`src/rtl/regfile_fwd.sv`:
```
// 31x32 register file (x0 hardwired to zero) with write-through and, when
// REGFILE_FORWARD_EN is defined, EX/MEM operand forwarding plus load-use stall detection.
module regfile_fwd (
   input  logic        clk,
   input  logic        rst,
   input  logic        we_i,
   input  logic [4:0]  waddr_i,
   input  logic [31:0] wdata_i,
   input  logic        re1_i,
   input  logic [4:0]  raddr1_i,
   input  logic        re2_i,
   input  logic [4:0]  raddr2_i,
   input  logic        ex_wreg_i,
   input  logic [4:0]  ex_wd_i,
   input  logic [31:0] ex_wdata_i,
   input  logic        ex_is_load_i,
   input  logic        mem_wreg_i,
   input  logic [4:0]  mem_wd_i,
   input  logic [31:0] mem_wdata_i,
   output logic [31:0] rdata1_o,
   output logic [31:0] rdata2_o,
   output logic        stallreq_o
);

   logic [31:0] regs_q [1:31];
   logic [31:0] regs_d [1:31];

   logic        ex_fwd_ok;
   logic        mem_fwd_ok;
   logic        load_haz;

`ifdef REGFILE_FORWARD_EN
   // A load in EX has no data yet: it stalls instead of forwarding, and the
   // port falls through to the next source so the output is still defined.
   assign ex_fwd_ok  = ex_wreg_i & ~ex_is_load_i;
   assign mem_fwd_ok = mem_wreg_i;
   assign load_haz   = ex_wreg_i & ex_is_load_i & (ex_wd_i != 5'd0);
`else
   logic unused_fwd;
   assign unused_fwd = ^{ex_wreg_i, ex_wd_i, ex_wdata_i, ex_is_load_i,
                         mem_wreg_i, mem_wd_i, mem_wdata_i};
   assign ex_fwd_ok  = 1'b0;
   assign mem_fwd_ok = 1'b0;
   assign load_haz   = 1'b0;
`endif

   always_comb begin
      regs_d = regs_q;
      for (int i = 1; i < 32; i++) begin
         if (we_i && (waddr_i == 5'(i))) begin
            regs_d[i] = wdata_i;
         end
      end
   end

   always_ff @(posedge clk or negedge rst) begin
      if (!rst) begin
         for (int i = 1; i < 32; i++) begin
            regs_q[i] <= 32'd0;
         end
      end else begin
         regs_q <= regs_d;
      end
   end

   logic [4:0]  raddr [2];
   logic        re    [2];
   logic [31:0] rdata [2];

   assign raddr[0] = raddr1_i;
   assign raddr[1] = raddr2_i;
   assign re[0]    = re1_i;
   assign re[1]    = re2_i;

   // Later assignments override earlier ones, so sources are applied lowest
   // priority first: array, write-through, MEM, EX, then the zero cases.
   always_comb begin
      for (int p = 0; p < 2; p++) begin
         rdata[p] = 32'd0;
         for (int i = 1; i < 32; i++) begin
            if (raddr[p] == 5'(i)) begin
               rdata[p] = regs_q[i];
            end
         end
         if (we_i && (waddr_i == raddr[p])) begin
            rdata[p] = wdata_i;
         end
         if (mem_fwd_ok && (mem_wd_i == raddr[p])) begin
            rdata[p] = mem_wdata_i;
         end
         if (ex_fwd_ok && (ex_wd_i == raddr[p])) begin
            rdata[p] = ex_wdata_i;
         end
         if (!rst || !re[p] || (raddr[p] == 5'd0)) begin
            rdata[p] = 32'd0;
         end
      end
   end

   assign rdata1_o   = rdata[0];
   assign rdata2_o   = rdata[1];
   assign stallreq_o = rst & load_haz &
                       ((re1_i & (raddr1_i == ex_wd_i)) | (re2_i & (raddr2_i == ex_wd_i)));

endmodule

```
`config.mk`:
```
export PLATFORM = sky130hd
export DESIGN_NAME = regfile_fwd
export DESIGN_NICKNAME = d
export VERILOG_FILES = /design/src/rtl/regfile_fwd.sv
export SDC_FILE = /design/constraint.sdc
export NUM_CORES = 2
export LEC_CHECK = 0
export CAP_MARGIN = 0
export CORE_MARGIN = 2
export CORE_UTILIZATION = 28
export DETAILED_ROUTE_END_ITERATION = 12
export HOLD_SLACK_MARGIN = 0.06
export SYNTH_ARGS = -nofsm -noshare
export SYNTH_HDL_FRONTEND = slang
export SYNTH_SLANG_ARGS = --single-unit
```
`constraint.sdc`:
```
create_clock -name clk -period 5 [get_ports clk]
set_clock_uncertainty 0.05 [all_clocks]
set_input_delay 1 -clock clk [delete_from_list [all_inputs] [get_ports clk]]
set_output_delay 1 -clock clk [all_outputs]
set_load 0.05 [all_outputs]
```
# ---- After elaboration in Yosys (flattened, before gate mapping)
# Cells that the tools add are included.
dict set report totals {
  in_bits 129
  output_inout_bits 65
  word_cells 234
  regBits 992
}
dict set report op_classes {
  n_reduce_logical 42
  n_mux 66
  eq_ne 95
}
# cell count
set ops {}
lappend ops {{two-way mux 32 bit} 66}
lappend ops {{== test 5 bit (second input constant)} 48}
lappend ops {{== test 5 x 4 -> 1 bit (second input constant)} 24}
lappend ops {{== test 5 x 3 -> 1 bit (second input constant)} 12}
lappend ops {{logical AND 1 bit} 33}
lappend ops {{== test 5 x 2 -> 1 bit (second input constant)} 6}
lappend ops {{== test 5 x 1 -> 1 bit (second input constant)} 3}
lappend ops {{== test 5 bit} 2}
lappend ops {{logical NOT 5 bit} 2}
lappend ops {{logical OR 1 bit} 4}
lappend ops {{logical NOT 1 bit} 3}

# ---- Longest topological paths before layout
dict set report depth {
  word_depth 34
  depth_mapped 12
  mapped_depth_nobuf 7
}

# ---- Worst setup path before layout
# No wires, ideal clock.
dict set report synth_timing {
  kind {in2out}
  startpoint {input port raddr2_i[3]}
  endpoint {output port rdata2_o[20]}
  path_buffers 4
  stages 10
  t_required_ns 3.950
  setup_slack_ns 0.275
  t_arrival_ns 3.675
  cell_sequence {buf_4 -> buf_4 -> nand3b_2 -> nor2_2 -> buf_4 -> buf_2 -> a22oi_1 -> nand4_1 -> o21ai_0 -> a311oi_1}
}
dict set report synth_between {
  elab_chain_cells 34
  elab_cells_between_ends 68
  cone_classes {32 x eq/ne; 33 x mux; 3 x reduce/logical}
}
# item line
set synth_lines {}
lappend synth_lines {{start: declaration} 12} ;# input logic [4:0] raddr2_i,
lappend synth_lines {{== test 5 x 1 -> 1 bit} 81} ;# if (raddr[p] == 5'(i)) begin
lappend synth_lines {{two-way mux 32 bit (31 in a row)} 81}
lappend synth_lines {{two-way mux 32 bit} 85} ;# if (we_i && (waddr_i == raddr[p])) begin
lappend synth_lines {{two-way mux 32 bit (*)} 94} ;# if (!rst || !re[p] || (raddr[p] == 5'd0)) begin
lappend synth_lines {{end: declaration} 21} ;# output logic [31:0] rdata2_o,
# Mark *: on every way between the ends. The rest lies on a longest branch, timed or not.

# ---- Worst setup path in the final report
dict set report layout_timing {
  startpoint {input port raddr1_i[2]}
  endpoint {output port rdata1_o[30]}
}
dict set report layout_between {
  elab_chain_cells 34
  elab_cells_between_ends 68
  cone_classes {32 x eq/ne; 33 x mux; 3 x reduce/logical}
}
# item line
set layout_lines {}
lappend layout_lines {{start: declaration} 10} ;# input logic [4:0] raddr1_i,
lappend layout_lines {{== test 5 x 1 -> 1 bit} 81}
lappend layout_lines {{two-way mux 32 bit (31 in a row)} 81}
lappend layout_lines {{two-way mux 32 bit} 85}
lappend layout_lines {{two-way mux 32 bit (*)} 94}
lappend layout_lines {{end: declaration} 20} ;# output logic [31:0] rdata1_o,
# Marked as above.

==> qor.txt <==
Min Tclk post-route -> 5.13 ns
Failing checks -> setup timing
Worst-Margin Slew -> 1.13 ns
Placement Setup Slack -> -0.435 ns
CTS clk-pin slew, worst paths -> 0.07 ns
DRC Markers -> 0
WL met2 -> 131000 um
Post-synthesis sequential area ratio -> 45.7%
Core area -> 0.193 mm2
Avg Cell Area, Syn -> 10.9 um2
Ys flop type -> dfrtp_1
Ratio of cells with drive above 1 in the final layout -> 41.5%
EDFF count, synth -> 0
P&R area growth vs syn -> 28.6%
R2R Setup Slk -> 4.00 ns
Pleak -> 0.0298 uW
GPL Wtd Cong -> 1.09
Max-slew headroom -> 24.9%
Post-synth cell types -> 96
Synth top area cells -> dfrtp_1, mux2_2, a22oi_1
Worst setup SP type -> primary input
First-pass GRT wire length -> 442000 um
Final Hold Vio Count -> 0
Outcome -> finished, violations left
First-pass DRT Iterations -> 11
Global Route Usage Sum -> 32.0%
Final worst slack -> -0.131 ns
Initial antenna violation count -> 28
RSZ-0062 raised after global routing -> true
Tcrit/Tclk final -> 103%
FP Rows -> 161
Kind of critical path -> primary input to output port
Layout Nets -> 5725
Worst r2r dst -> regs_q[219]
CP arrival -> 4.08 ns
Cells after synthesis -> 4977
Synth Net Count -> 5106
CP Capture Type -> output port
Clock Latency Late Sink -> 0.79 ns
CTS H-tree depth -> 3
Max Used Layer -> met5
Ys Warns -> 0
Worst r2r src -> regs_q[219]
R2R cell count -> 1
Area of the mapped netlist -> 0.0543 mm2
Root Buffer -> clkbuf_16
I/O Buffers -> 115
Fill cell count -> 19039
VDD IR max -> 0.321 mV
Setup TNS -> -0.705 ns
Overflow left after global routing -> 0
Total CTS buffers -> 109
Die Footprint -> 0.198 mm2
Max FFs per register -> 992
Power Dens Cells -> 359 mW/mm2
Most flop-heavy register -> regs_q
Count of clock tree sinks -> 992
Total number of vias -> 53552
Top flop regs -> regs_q: 992 flops
Number of synthesized register bits -> 992
Share of the synthesized area in the top cell type -> 45.7%
DRT Wirelength -> 327000 um
Met1 Wirelength -> 121000 um
Largest net degree at the start of global routing -> 173
Routed len/inst -> 39.7 um
Top Ports -> 194
Final Max Slew Viols -> 0
Vias in the first global route -> 50676
DP Wirelength -> 236000 um
Metal3 WL -> 45600 um
Max Cap Viol -> 0
Critical Path RT -> 3.95 ns
Initial core utilization -> 28.2%
Number of vias per cell -> 6.51
Starting DRT DRC Count -> 10252
Die height -> 444 um
Final setup fails -> 17
Clock tree buffer depth -> 3
Die X -> 444 um
Ys async rst share -> 100%
CTS tree -> done
Critical Path Fanout Max -> 25
Peak Freq -> 0.195 GHz
Detail Route Antenna Nets -> 0
HP Class -> primary input to async pin
Cell taking the most area after synthesis -> dfrtp_1
==> synth_stat cells (11+ instances only) <==
cell type	n
a22o_1	63
and3_1	25
o2111ai_1	13
a2111oi_0	21
o21a_1	12
a221o_1	12
buf_6	13
nor2b_1	30
o2bb2ai_1	20
nor4_1	26
clkbuf_1	208
a221oi_1	69
o21ai_0	205
a31oi_1	40
inv_1	22
nand3_1	135
o22ai_1	54
nor2_2	23
nor2_1	203
buf_1	61
or3_1	13
nand4_1	58
o221ai_1	47
nand2b_1	19
a31o_2	13
a32oi_1	15
nand2_1	253
o211ai_1	36
a211oi_1	38
a222oi_1	39
nor2_4	13
buf_2	164
a22oi_1	383
nor3_1	63
mux2i_1	45
a21o_1	12
a21oi_1	258
mux2_2	1013
buf_4	47
a32o_1	12
dfrtp_1	992
o31ai_1	11
==> report_power, final <==
part / switching (uW) / total [uW] / internal, uW
clock network: 3840 / 8930 / 5090
logic: 2500 / 4720 / 2230
registers: 1810 / 11400 / 9600
==> kinds of logic (layout without fill, tap and decap cells) <==
family	Yosys count	in the layout	synth area share, %
buffers and inverters	517	1229	4.45
AND/OR/NAND/NOR	947	947	8.90
AO/OA/AOI/OAI	1448	1448	18.8
multiplexers	1062	1062	22.0
other	1	11	0.00690
flip-flops	992	992	45.7
XOR/XNOR	10	10	0.161
==> worst max-delay path by stage <==
| stage | end | depth (start not counted) | start | slack, ns |
|---|---|---|---|---|
| 2_1_floorplan | rdata2_o[20] | 10 | raddr2_i[3] | 0.27 |
| 3_3_place_gp | rdata2_o[24] | 12 | waddr_i[2] | -0.46 |
| 3_5_place_dp | rdata2_o[24] | 12 | waddr_i[2] | -0.43 |
| 4_1_cts | rdata2_o[25] | 14 | raddr2_i[4] | 0.005 |
| 5_1_grt | rdata1_o[5] | 14 | raddr1_i[3] | -0.02 |
| 6_report | rdata1_o[30] | 12 | raddr1_i[2] | -0.13 |
==> per-stage QoR <==
stage / std cells / power [uW] / utilization [%] / hold slack (ns) / area [um2]
6_report: 8225 / 25100 / 36.3 / 0.326 / 69900
3_3_place_gp: 7981 / 15700 / 33.9 / 0.438 / 65300
2_1_floorplan: 4977 / 13200 / - / 0.429 / 54300
5_1_grt: 8216 / 25600 / 36.3 / 0.339 / 69900
3_5_place_dp: 7981 / 15800 / 33.9 / 0.465 / 65300
4_1_cts: 8205 / 24700 / 36.1 / 0.296 / 69500
==> worst max-delay path: stages <==
cell and delay, ns:
buf_2 0.21, buf_12 0.23, nor2b_1 0.59, a31oi_1 0.27, o221ai_1 0.23, buf_4 0.16
o31ai_1 0.12, a311o_1 0.45, o311a_1 0.22, o22ai_2 0.26, buf_4 0.18, buf_12 0.12
==> metal layers <==
| layer | up-vias | track usage, % |
|---|---|---|
| met1 | 27107 | 40.7 |
| met2 | 4799 | 44.7 |
| met4 | 24 | 23.3 |
| li1 | 20348 | - |
| met5 | - | 0 |
| met3 | 1274 | 11.2 |
==> repair_timing <==
item | CTS | global route
endpoints found under the hold margin | 0 | 0
setup buffers | 20 | 10
resized for setup | 40 | 44
hold buffers | 0 | 0
setup endpoints to repair | 41 | 31
pin swaps | 6 | 5
gates cloned | 0 | 0
==> area by class of cell <==
cell class	count	area (um2)	area share [%]
Inverter	24	90.1	0.129
Tap cell	2526	3160	4.52
Clock inverter	65	867	1.24
Clock buffer	139	2990	4.28
Sequential cell	992	24800	35.5
Antenna cell	10	25.0	0.0358
Timing Repair Buffer	1001	10100	14.5
Multi-Input combinational cell	3468	27800	39.7
==> placed cells by master (no fill, tap or decap), drive strengths merged, types with 13 or more instances in the layout <==
cell type,n
o22ai,54
mux2,1013
nand2b,20
a2111oi,21
dfrtp,992
nor2b,30
a32oi,15
a221oi,70
a31oi,40
a211oi,38
a21oi,258
o2111ai,13
mux2i,45
clkinv,33
nand4,58
clkdlybuf4s50,40
o21ai,208
and3,25
a31o,13
buf,961
a22o,63
nor2,241
o221ai,47
bufinv,16
a222oi,39
clkbuf,139
inv,28
nand3,136
o211ai,36
nand2,255
or3,14
a22oi,383
nor3,64
nor4,26
o2bb2ai,20
(Power assumes the default switching activity.)
